--- src/rtl/sign_extension_pkg.sv ---
// Shared RV32I decode definitions: instruction/opcode widths, opcode
// encodings and the immediate-format enum used by the decoder and the
// immediate generator.
`ifndef SIGN_EXTENSION_DEFINES
`define SIGN_EXTENSION_DEFINES

`define INST_WIDTH 32
`define OPCODE     7

`define OP_LUI    7'b0110111
`define OP_AUIPC  7'b0010111
`define OP_JAL    7'b1101111
`define OP_JALR   7'b1100111
`define OP_BRANCH 7'b1100011
`define OP_LOAD   7'b0000011
`define OP_STORE  7'b0100011
`define OP_ALUI   7'b0010011
`define OP_ALU    7'b0110011

`endif

package sign_extension_pkg;

    // Immediate layout selected by the opcode; FMT_NONE means no immediate.
    typedef enum logic [2:0] {
        FMT_I    = 3'd0,
        FMT_S    = 3'd1,
        FMT_B    = 3'd2,
        FMT_U    = 3'd3,
        FMT_J    = 3'd4,
        FMT_NONE = 3'd5
    } imm_fmt_e;

endpackage

--- src/rtl/sign_extension_imm_format_decode.sv ---
// Opcode to immediate-format decoder. Purely combinational.
module imm_format_decode
    import sign_extension_pkg::*;
(
    input  logic [`OPCODE-1:0] opcode,
    output imm_fmt_e           imm_fmt
);

    // Map each immediate-bearing opcode to its format; everything else is NONE.
    always_comb begin
        imm_fmt = FMT_NONE;
        case (opcode)
            `OP_ALUI, `OP_LOAD, `OP_JALR: imm_fmt = FMT_I;
            `OP_STORE:                    imm_fmt = FMT_S;
            `OP_BRANCH:                   imm_fmt = FMT_B;
            `OP_LUI, `OP_AUIPC:           imm_fmt = FMT_U;
            `OP_JAL:                      imm_fmt = FMT_J;
            default:                      imm_fmt = FMT_NONE;
        endcase
    end

endmodule

--- src/rtl/sign_extension.sv ---
// RV32I immediate generator. The combinational immediate feeds same-cycle
// consumers (ALU B-mux, target adders); a registered copy plus a valid flag
// serves the pipelined execute stage. i_inst[6:0] is not used: the format
// comes from the decoded opcode only.
module sign_extension
    import sign_extension_pkg::*;
(
    input  logic                   i_clk,
    input  logic                   i_rst_n,
    input  logic [`INST_WIDTH-1:0] i_inst,
    input  logic [`OPCODE-1:0]     i_opcode,
    output logic [`INST_WIDTH-1:0] o_immediate_extended,
    output logic [`INST_WIDTH-1:0] o_immediate_q,
    output logic                   o_imm_valid_q
);

    imm_fmt_e imm_fmt;
    logic     sign_bit;
    logic     imm_valid;

    imm_format_decode u_imm_format_decode (
        .opcode  (i_opcode),
        .imm_fmt (imm_fmt)
    );

    assign sign_bit  = i_inst[31];
    assign imm_valid = (imm_fmt != FMT_NONE);

    // Assemble and sign-extend the immediate for the selected format.
    // Shift-immediates get the full I-immediate; the ALU only uses [4:0].
    always_comb begin
        o_immediate_extended = '0;
        case (imm_fmt)
            FMT_I: o_immediate_extended = {{20{sign_bit}}, i_inst[31:20]};
            FMT_S: o_immediate_extended = {{20{sign_bit}}, i_inst[31:25], i_inst[11:7]};
            FMT_B: o_immediate_extended = {{19{sign_bit}}, i_inst[31], i_inst[7],
                                           i_inst[30:25], i_inst[11:8], 1'b0};
            FMT_U: o_immediate_extended = {i_inst[31:12], 12'b0};
            FMT_J: o_immediate_extended = {{11{sign_bit}}, i_inst[31], i_inst[19:12],
                                           i_inst[20], i_inst[30:21], 1'b0};
            default: o_immediate_extended = '0;
        endcase
    end

    // Capture the immediate and its valid flag every cycle; reset clears both at once.
    always_ff @(posedge i_clk or negedge i_rst_n) begin
        if (!i_rst_n) begin
            o_immediate_q <= '0;
            o_imm_valid_q <= 1'b0;
        end else begin
            o_immediate_q <= o_immediate_extended;
            o_imm_valid_q <= imm_valid;
        end
    end

endmodule

--- config.mk ---
export PLATFORM = sky130hd
export DESIGN_NAME = sign_extension
export DESIGN_NICKNAME = d
export VERILOG_FILES = /design/src/rtl/sign_extension_pkg.sv /design/src/rtl/sign_extension_imm_format_decode.sv /design/src/rtl/sign_extension.sv
export SDC_FILE = /design/constraint.sdc
export NUM_CORES = 1
export LEC_CHECK = 0
export ABC_AREA = 1
export CORE_MARGIN = 10
export CORE_UTILIZATION = 40
export DETAILED_ROUTE_END_ITERATION = 8
export GPL_TIMING_DRIVEN = 0
export PLACE_DENSITY = 0.82
export SLEW_MARGIN = 25
export SYNTH_ARGS = -nofsm -noshare
export SYNTH_HDL_FRONTEND = slang
export SYNTH_SLANG_ARGS = --single-unit
--- constraint.sdc ---
create_clock -name i_clk -period 3.2 [get_ports i_clk]
set_input_delay 0.48 -clock i_clk [delete_from_list [all_inputs] [get_ports i_clk]]
set_output_delay 0.48 -clock i_clk [all_outputs]
set_load 0.02 [all_outputs]
Yosys cells after proc, flatten, opt, wreduce, memory -nomap -nowiden
Cells that the tools add are included.
{"block": "classes", "n_eq_ne": 13, "muxes": 2, "n_reduce_logical": 3}
{"cell": "case mux 32 bit (5 select lines)", "n": 1}
{"cell": "equality test 7 bit, second input constant", "n": 3}
{"cell": "case mux 3 bit (5 select lines)", "n": 1}
{"cell": "equality test 7 x 5 -> 1 bit, second input constant", "n": 2}
{"cell": "equality test 7 x 6 -> 1 bit, second input constant", "n": 2}
{"cell": "equality test 7 x 2 -> 1 bit, second input constant", "n": 1}
{"cell": "equality test 3 x 2 -> 1 bit, second input constant", "n": 2}
{"cell": "equality test 3 x 1 -> 1 bit, second input constant", "n": 1}
{"cell": "equality test 3 bit, second input constant", "n": 1}
{"cell": "zero test 3 bit", "n": 1}
{"cell": "inequality test 3 bit, second input constant", "n": 1}
{"cell": "OR reduction 3 bit", "n": 1}
{"cell": "OR reduction 2 bit", "n": 1}
{"block": "totals", "reg_bits": 33, "in_bits": 41, "elab_cells": 20}

Logic depth before layout (Yosys ltp)
Gate-level depths: netlist of the first run.
{"block": "logic_depth", "word_depth": 5, "mapped_depth": 9, "depth_no_buf": 7}

By module
From an unflattened synthesis of the first run, not the netlist that was laid out.
{"block": "hier_totals", "cells_unflattened": 169, "area_unflattened_um2": 1496.4}
{"mod": "sign_extension", "n_inst": 1, "cells_per_inst": 136, "area_each_um2": 1357.6, "seq_area_each_um2": 825.8}
{"mod": "imm_format_decode", "n_inst": 1, "cells_per_inst": 33, "area_each_um2": 138.9, "seq_area_each_um2": 0.0}

Least setup slack after synthesis of the first run
No wires, ideal clock.
{"block": "synth_timing", "kind": "in2out", "from": "in i_opcode[4]", "to": "out o_immediate_extended[12]", "arrival_ns": 1.346, "required_ns": 2.720, "slack_ns": 1.374, "stages": 8, "cell_sequence": "inv_1 nand2_1 nor2_4 buf_8 nand2_8 nand2_8 nand2_1 nand3_1"}
{"block": "synth_between", "elab_chain_cells": 5, "word_cells_on_any_way": 17, "cone_classes": "12 x eq/ne; 2 x mux; 3 x reduce/logical"}
{"element": "start: declaration", "line": "sign_extension.sv:11", "source": "input logic [`OPCODE-1:0] i_opcode,"}
{"element": "equality test 7 x 5 -> 1 bit, or another cell as far along", "line": "sign_extension_imm_format_decode.sv:12", "source": "case (opcode)"}
{"element": "OR reduction 3 bit or OR reduction 2 bit (tied branches)", "line": "sign_extension_imm_format_decode.sv:12"}
{"element": "case mux 3 bit (5 select lines) *", "line": "sign_extension_imm_format_decode.sv:12"}
{"element": "equality test 3 bit, or another cell as far along", "line": "sign_extension.sv:33", "source": "case (imm_fmt)"}
{"element": "case mux 32 bit (5 select lines) *", "line": "sign_extension.sv:33"}
{"element": "end: declaration", "line": "sign_extension.sv:12", "source": "output logic [`INST_WIDTH-1:0] o_immediate_extended,"}
Mark *: on every way between the ends. The rest lies on a longest branch, timed or not.

Worst setup path after layout of the first run
{"block": "layout_timing", "from": "in i_opcode[5]", "to": "out o_immediate_extended[31]"}
The elaborated chain is that of the path after synthesis.

==> results_dict.tcl, run 1 <==
set metrics [dict create \
    status "finished, final reports clean" \
    drtPass1Iterations 4 \
    syn_avg_cell_area_um2 7.92 \
    wl_mm 5.52 \
    cp.required_ns 2.72 \
    via_count 1777 \
    cts_resized 0 \
    n_fill_cell 321 \
    final_hold_viol_count 0 \
    critical_path.slowest_cell "clkdlybuf4s50_1" \
    tns_ns 0 \
    dp_hpwl_mm 4.44 \
    seq_area_frac_synth_pct 48.7 \
    start_util_pct 41.8 \
    grt_pass1_wl_mm 8.94 \
    fmax_ghz 0.334 \
    post_cts_buffers 0 \
    grt_antenna_before_repair 0 \
    fin_crit_sh_pct 93.5 \
    rsz0062_at_grt "no" \
    clock_sinks 33 \
    power_density_mw_per_mm2 330 \
    path_max_fanout 10 \
    cp_cell_sequence "clkdlybuf4s50_1, nand2_1, nor2_4, nand2_1, nand2_2, nand2_2, nand3_1, clkdlybuf4s50_1" \
    dieArea_mm2 0.00724 \
    synthesis.instances 214 \
    slew-limit-headroom_pct 75.7 \
    vias_per_cell 4.79 \
    multi_input_area_um2 737 \
    die_x_um 85.1 \
    setup_violations 0 \
    core-area_mm2 0.00406 \
    slew_violations 0 \
    max_stage_delay_ns 0.64 \
    wl_per_cell_um 14.9 \
    seqCellArea_um2 826 \
    cts_tree "done" \
    ys_seq_elements 33 \
    rows 23 \
    ys_types 17 \
    hp-class "in -> async" \
    grt_overflow 0 \
    critPathCaptureType "primary output" \
    nNetsFinal 361 \
    syn2layout_area_growth_pct 68.9 \
    synth_area_mm2 0.00169 \
    io_pins 106 \
    cp.arrival_ns 2.51 \
    antenna_left 0 \
    layoutNonFillerInstCount 371 \
    clk_pin_slew_ns 0.07 \
    synthesis.nets 255 \
    numCtsBuffers 5 \
    n_antenna_cell 0 \
    power.leakage_nw 1.48 \
    tightest_slew_ns 0.365 \
    htree_levels 2 \
    ys_warn_count 0 \
    cts_root_buf "clkbuf_8" \
    drive_gt1_share_pct 11.5 \
    path_class "in -> out" \
    drv_cap 0 \
    portBuffers 98 \
    clockBufferDepth 2 \
    drcViolationCount 0 \
    dpl.cell_count 363 \
    grt_max_degree 21 \
    place_congestion 0.772 \
    die-height_um 85.1 \
    grt_pass1_vias 1710 \
    cts_hold_buf 0 \
    start_kind "input pin" \
    vdd_drop_max_uv 212 \
    first_iter_violations 152 \
    min_period_ns 2.99 \
    grt_usage_pct 15.4 \
]
-- critical path, delay by kind of cell --
family / cells / cell delay [ns]
simple gates: 6 / 0.91
buf+inv: 2 / 1.11
-- report_power, final --
part | switching (mW) | leakage [nW] | internal (mW)
registers | 0.00218 | 0.457 | 0.426
clock network | 0.160 | 0.0542 | 0.194
logic | 0.0813 | 0.965 | 0.0796
total | 0.243 | 1.48 | 0.700
-- cells in the mapped netlist --
cell / number / area, um^2
buf_6: 3 / 33.8
buf_2: 3 / 15.0
inv_2: 2 / 7.51
nand2_2: 8 / 50.1
nand3_2: 1 / 10.0
nand2_8: 2 / 40.0
buf_4: 3 / 22.5
dfrtp_1: 33 / 826
o21ai_0: 1 / 5.00
nand3_1: 42 / 210
nand2_1: 73 / 274
buf_8: 1 / 15.0
nor2_1: 27 / 101
inv_1: 10 / 37.5
nor2_2: 1 / 6.26
nor2_4: 3 / 33.8
nand4_1: 1 / 6.26
-- sequential cells by signal, summed over array words and instances, names as in the netlist --
register	count
o_immediate_q	32
o_imm_valid_q	1
-- logic make-up (layout without fill, tap and decap cells) --
logic type / Yosys count / after routing / share of synthesized area (%)
simple gates: 158 / 158 / 43.2
buf+inv: 22 / 129 / 7.75
compound gates: 1 / 1 / 0.295
flops: 33 / 33 / 48.7
-- layer usage --
layer  part of all wire, %  vias to the layer above  GRT usage, %  wire [um]
met1                    40                      800          17.2       2200
met5                     0                        -             0          0
li1                      -                      887             -          -
met2                    50                       81          26.1       2760
met4                   2.1                        0          6.44        117
met3                   8.1                        9          5.26        445
-- worst paths after layout --
kind	startpoint	to	slack, ns	cells after the start
worst min-delay path	i_rst_n	o_immediate_q[4]$_DFF_PN0_	0.09	1
min in group i_clk	i_inst[19]	o_immediate_q[19]$_DFF_PN0_	0.78	3
worst max-delay path	i_opcode[5]	o_immediate_extended[31]	0.21	8
max in group asynchronous	i_rst_n	o_immediate_q[10]$_DFF_PN0_	2.69	2
-- layout by cell type, fill, tap and decap left out, types with 2 or more instances in the layout --
cell / Yosys / routed
clkdlybuf4s50_1: 0 / 97
nand3_1: 42 / 42
buf_2: 3 / 4
nand2_1: 73 / 73
buf_4: 3 / 3
inv_1: 10 / 10
buf_6: 3 / 3
nand2_2: 8 / 8
nor2_1: 27 / 27
clkbuf_8: 0 / 7
inv_2: 2 / 2
nor2_4: 3 / 3
nand2_8: 2 / 2
dfrtp_1: 33 / 33
-- final cells by class --
type	instances	area share, %
Clock inverter	1	0.175
Buffer	10	3.02
Sequential cell	33	28.9
Clock buffer	7	3.37
Multi-Input combinational cell	159	25.8
Inverter	12	1.57
Tap cell	50	2.19
Timing Repair Buffer	99	35.1
-- stage by stage --
| step | instance area, um^2 | utilization (%) | power [mW] | setup slack, ns | hold WS [ns] |
|---|---|---|---|---|---|
| floorplan | 1690 | - | 0.493 | 1.37 | 0.184 |
| global placement | 2740 | 67.5 | 0.592 | 0.236 | 1.08 |
| finish | 2860 | 70.5 | 0.943 | 0.208 | 0.0874 |
| global route | 2860 | 70.5 | 0.984 | 0.00868 | 0.0998 |
| CTS | 2860 | 70.5 | 0.949 | 0.217 | 0.0965 |
| detailed placement | 2760 | 68.0 | 0.598 | 0.220 | 0.414 |
Power figures use the tool's default switching activity.
==> inputs of run 2 (changes only) <==
--- a/config.mk
+++ b/config.mk
@@ -9,7 +9,7 @@
 export CORE_MARGIN = 10
 export CORE_UTILIZATION = 40
 export DETAILED_ROUTE_END_ITERATION = 8
-export GPL_TIMING_DRIVEN = 0
+export GPL_TIMING_DRIVEN = 1
 export PLACE_DENSITY = 0.82
 export SLEW_MARGIN = 25
 export SYNTH_ARGS = -nofsm -noshare
==> run 2 against run 1 <==
Effect of this change: highest routed layer unchanged; combinational power hardly changed; die area stayed put; largest cell class unchanged; first-iteration DRC count is 15% lower; non-clock buffer count is 4 lower; critical path depth is 1 higher.
==> results_dict.tcl, run 2 (synthesis gave the netlist of run 1 again) <==
set metrics [dict create \
    clock_sinks 33 \
    fin_crit_sh_pct 96.1 \
    crit_buf_inv 3 \
    grt_overflow 0 \
    status "finished, final reports clean" \
    slew-limit-headroom_pct 72.2 \
    drtPass1Iterations 5 \
    core-area_mm2 0.00406 \
    grt_usage_pct 15.2 \
    post_cts_buffers 0 \
    final_common_cell "clkdlybuf4s50_1" \
    final_cell_mix "clkdlybuf4s50_1, nand2_1, nand3_1, dfrtp_1, nor2_1" \
    grt_antenna_before_repair 0 \
    cp_cell_sequence "clkdlybuf4s50_1, nand2_2, nor2_2, buf_4, nand2_2, nand2_2, nand2_2, nand3_1, clkdlybuf4s50_1" \
    power.leakage_nw 1.44 \
    place_congestion 0.805 \
    nNetsFinal 357 \
    drv_cap 0 \
    clockBufferDepth 2 \
    hp-class "in -> async" \
    cp_top_family "buffers and inverters" \
    fmax_ghz 0.325 \
    final_hold_viol_count 0 \
    syn2layout_area_growth_pct 65.4 \
    via_count 1766 \
    layoutNonFillerInstCount 366 \
    n_antenna_cell 0 \
    cts_root_buf "clkbuf_8" \
    dieArea_mm2 0.00724 \
    wl_mm 5.59 \
    whs_ns 0.590 \
    first_iter_violations 129 \
    drcViolationCount 0 \
    start_util_pct 41.8 \
    drive_gt1_share_pct 10.1 \
    setup_violations 0 \
    tns_ns 0 \
    slew_violations 0 \
    wl_per_cell_um 15.3 \
    cts_resized 0 \
    cts_hold_buf 0 \
    clk_pin_slew_ns 0.07 \
    portBuffers 98 \
    dpl.cell_count 359 \
    cp.arrival_ns 2.60 \
    dp_hpwl_mm 4.36 \
    regMostFlops "o_immediate_q" \
    htree_levels 2 \
    power_density_mw_per_mm2 322 \
    largest_reg_flops 32 \
    io_pins 106 \
    cts_tree "done" \
    grt_pass1_vias 1800 \
    vias_per_cell 4.83 \
    max_stage_delay_ns 0.65 \
    vdd_drop_max_uv 160 \
    min_period_ns 3.08 \
    cp.required_ns 2.72 \
    rows 23 \
    antenna_left 0 \
    grt_max_degree 34 \
    grt_pass1_wl_mm 8.96 \
    start_kind "input pin" \
    die-height_um 85.1 \
    critPathCaptureType "primary output" \
    die_x_um 85.1 \
    numCtsBuffers 5 \
    path_class "in -> out" \
    tightest_slew_ns 0.417 \
    critical_path.slowest_cell "clkdlybuf4s50_1" \
    critPathMostFrequentCell "nand2_2" \
    path_max_fanout 19 \
    reg_top3 "o_immediate_q x32, o_imm_valid_q x1" \
]
## run 2: changes by cell type in the layout (fill, tap and decap cells not counted), sizes merged
cell           change
buf                -5
clkdlybuf4s50      +1
clkinv             -1
## run 2: metrics by stage
| stage | power (mW) | utilization [%] | setup slack, ns | area (um^2) |
|---|---|---|---|---|
| after detailed placement | 0.594 | 66.6 | 0.0670 | 2700 |
| after global placement | 0.591 | 66.6 | 0.0889 | 2700 |
| final | 0.904 | 69.1 | 0.125 | 2800 |
| after global routing | 0.939 | 69.1 | -0.00125 | 2800 |
| after CTS | 0.912 | 68.8 | 0.0688 | 2790 |
| after floorplan | 0.493 | - | 1.37 | 1690 |
## run 2: per-layer routing
layer / global-route usage [%] / vias to the layer above / wire length (um)
li1: - / 884 / -
met1: 15.8 / 811 / 2180
met2: 27.7 / 65 / 2920
met3: 4.88 / 6 / 395
met4: 5.39 / 0 / 95
met5: 0 / - / 0
## run 2: layout make-up
class                      instances  area, um^2
sequential                        33         826
fill                             328        1250
tap                               50        62.6
inverter                          12        45.0
multi-input combinational        159         749
clock buffer                       7        86.3
timing repair buffer             105        1030
## run 2: final timing paths
kind,from,endpoint,depth (start not counted)
min in group i_clk,i_inst[12],o_immediate_q[12]$_DFF_PN0_,3
max in group asynchronous,i_rst_n,o_immediate_q[28]$_DFF_PN0_,2
min,i_rst_n,o_immediate_q[0]$_DFF_PN0_,2
max,i_opcode[1],o_immediate_extended[31],9
## run 2: power by group
group	internal, mW	switching, mW
Sequential	0.426	0.00216
Clock	0.171	0.147
Combinational	0.0769	0.0817
==> inputs of run 3 (changes only) <==
--- a/config.mk
+++ b/config.mk
@@ -7,11 +7,12 @@
 export LEC_CHECK = 0
 export ABC_AREA = 1
 export CORE_MARGIN = 10
-export CORE_UTILIZATION = 40
+export CORE_UTILIZATION = 37
 export DETAILED_ROUTE_END_ITERATION = 8
 export GPL_TIMING_DRIVEN = 1
-export PLACE_DENSITY = 0.82
+export PLACE_DENSITY = 0.81
 export SLEW_MARGIN = 25
 export SYNTH_ARGS = -nofsm -noshare
 export SYNTH_HDL_FRONTEND = slang
+export SYNTH_HIERARCHICAL = 1
 export SYNTH_SLANG_ARGS = --single-unit
==> run 3 against run 2 <==
Effect of this change: count of clock-buffer cells in the layout unchanged; synthesized area decreased by 12%; wire length decreased by 1.7%; core utilization decreased by 0.84 points; power increased by 8.6%; critical path depth increased by 3; largest cell class unchanged; highest routed layer unchanged.
==> results_dict.tcl, run 3 <==
set metrics [dict create \
    p_comb_share_pct 23.5 \
    sequentialPowerShare_pct 44.8 \
    final_cell_mix "clkdlybuf4s50_1, nand2_1, nand3_1, dfrtp_1, buf_4" \
    drtPass1Iterations 5 \
    min_period_ns 3.03 \
    power_mw 0.982 \
    synth_commonest_cells "nand2_1, nand3_1, dfrtp_1, nor2_1" \
    fin_crit_sh_pct 94.8 \
    die-height_um 83.6 \
    hp-class "in -> async" \
    clk_pin_slew_ns 0.06 \
    wl_mm 5.49 \
    power.internal_mw 0.713 \
    layoutNonFillerInstCount 341 \
    tightest_slew_ns 0.422 \
    die_x_um 83.6 \
    numCtsBuffers 5 \
    core-area_mm2 0.00394 \
    wl_per_cell_um 16.1 \
    synth_top_area_share_pct 55.2 \
    start_util_pct 38.0 \
    antenna_left 0 \
    n_fill_cell 314 \
    setup_violations 0 \
    grt_antenna_before_repair 0 \
    yosysMostFrequentCell "nand2_1" \
    slew_violations 0 \
    dp_hpwl_mm 4.38 \
    synthesis.nets 210 \
    grt_usage_pct 15.3 \
    rsz0062_at_grt "yes" \
    tns_ns 0 \
    largest_reg_flops 32 \
    dieArea_mm2 0.00699 \
    rows 23 \
    synth-edff-count 0 \
    regMostFlops "o_immediate_q" \
    syn_avg_cell_area_um2 8.85 \
    io_pins 106 \
    place_congestion 0.778 \
    final_common_cell "clkdlybuf4s50_1" \
    synth_area_mm2 0.00150 \
    cp.arrival_ns 2.55 \
    cts_root_buf "clkbuf_8" \
    dpl.cell_count 330 \
    slew-limit-headroom_pct 71.8 \
    vias_per_cell 4.85 \
    drv_cap 0 \
    power.leakage_nw 1.41 \
    synthesis.instances 169 \
    clock_power_share_pct 31.7 \
    ys_types 19 \
    nNetsFinal 332 \
    n_antenna_cell 0 \
    htree_levels 2 \
    cp.required_ns 2.72 \
    drcViolationCount 0 \
    clockBufferDepth 2 \
    grt_max_degree 34 \
    post-synth-top-area-cell "dfrtp_1" \
    netSwitchingFraction_pct 27.4 \
    cts_tree "done" \
    grt_pass1_wl_mm 8.78 \
    syn2layout_area_growth_pct 79.8 \
    grt_pass1_vias 1736 \
    synth_area_leaders "dfrtp_1, nand3_1, nand2_1" \
    status "finished, final reports clean" \
    seq_area_frac_synth_pct 55.2 \
    path_max_fanout 8 \
    via_count 1654 \
    path_class "in -> out" \
    first_iter_violations 180 \
    drive_gt1_share_pct 19.6 \
    critPathCaptureType "primary output" \
    start_kind "input pin" \
    grt_overflow 0 \
    clock_sinks 33 \
    ys_seq_elements 33 \
    async_flop_share_pct 100 \
    switchingPower_mw 0.269 \
    synth_top_flop_cell "dfrtp_1" \
    final_hold_viol_count 0 \
    ys_warn_count 6 \
    portBuffers 98 \
    power_density_mw_per_mm2 365 \
    reg_top3 "o_immediate_q x32, o_imm_valid_q x1" \
    fmax_ghz 0.330 \
    vdd_drop_max_uv 193 \
]
[run 3: through the flow]
stage,setup slack (ns),hold slack [ns],cell area (um^2),utilization [%]
after floorplan,0.943,0.184,1500,-
after global routing,-0.0288,0.652,2690,68.2
final,0.165,0.594,2690,68.2
after detailed placement,-0.277,0.919,2630,66.7
after CTS,0.00210,0.616,2710,68.7
after global placement,-0.244,0.902,2630,66.7
[run 3: cell type report]
type | count | area, um^2 | area share (%)
Multi-Input combinational cell | 119 | 592 | 22.0
Sequential cell | 33 | 826 | 30.7
Tap cell | 50 | 62.6 | 2.33
Timing Repair Buffer | 122 | 1090 | 40.4
Inverter | 10 | 37.5 | 1.40
Clock buffer | 7 | 86.3 | 3.21
[run 3: worst max-delay path by stage]
stage                     start                  endpoint  slack (ns)  depth (start not counted)
floorplan           i_opcode[3]  o_immediate_extended[20]        0.94                         11
global placement    i_opcode[0]  o_immediate_extended[25]       -0.24                         11
detailed placement  i_opcode[0]  o_immediate_extended[20]       -0.28                         11
CTS                 i_opcode[3]  o_immediate_extended[17]       0.002                         14
global route        i_opcode[2]  o_immediate_extended[17]       -0.03                         15
finish              i_opcode[0]   o_immediate_extended[9]        0.17                         12
[run 3: critical path, stage by stage]
cell,delay [ns]
clkdlybuf4s50_1,0.47
nand2_2,0.08
nor2_1,0.16
and2_4,0.17
nor2_2,0.04
nand2_1,0.10
nand2_2,0.12
nor2_4,0.22
buf_4,0.16
nor2_4,0.05
nor2_1,0.13
dlygate4sd2_1,0.37
[run 3: metal layers]
layer | vias up | wire length (um) | global-route usage (%)
li1 | 799 | - | -
met1 | 775 | 2270 | 17.0
met2 | 70 | 2720 | 26.1
met3 | 10 | 371 | 4.69
met4 | 0 | 129 | 6.24
met5 | - | 0 | 0
[run 3: cells by family (layout without fill, tap and decap cells)]
| logic type | Yosys count | after routing | share of synthesized area, % |
|---|---|---|---|
| buf+inv | 17 | 139 | 6.44 |
| flops | 33 | 33 | 55.2 |
| simple gates | 117 | 117 | 37.7 |
| compound gates | 2 | 2 | 0.669 |
[run 3: power by group through the flow]
stage	sequential [mW]	clock, mW	combinational [mW]
global route	0.442	0.327	0.246
global placement	0.447	0	0.237
floorplan	0.473	0	0.0654
detailed placement	0.448	0	0.242
finish	0.440	0.311	0.230
CTS	0.440	0.312	0.231
[run 3: what timing repair did]
item                       in CTS  in global routing
pin swaps                       1                  1
gates resized for setup        33                 47
buffers inserted                4                  0
setup endpoints to repair      32                 31
hold buffers                    0                  0
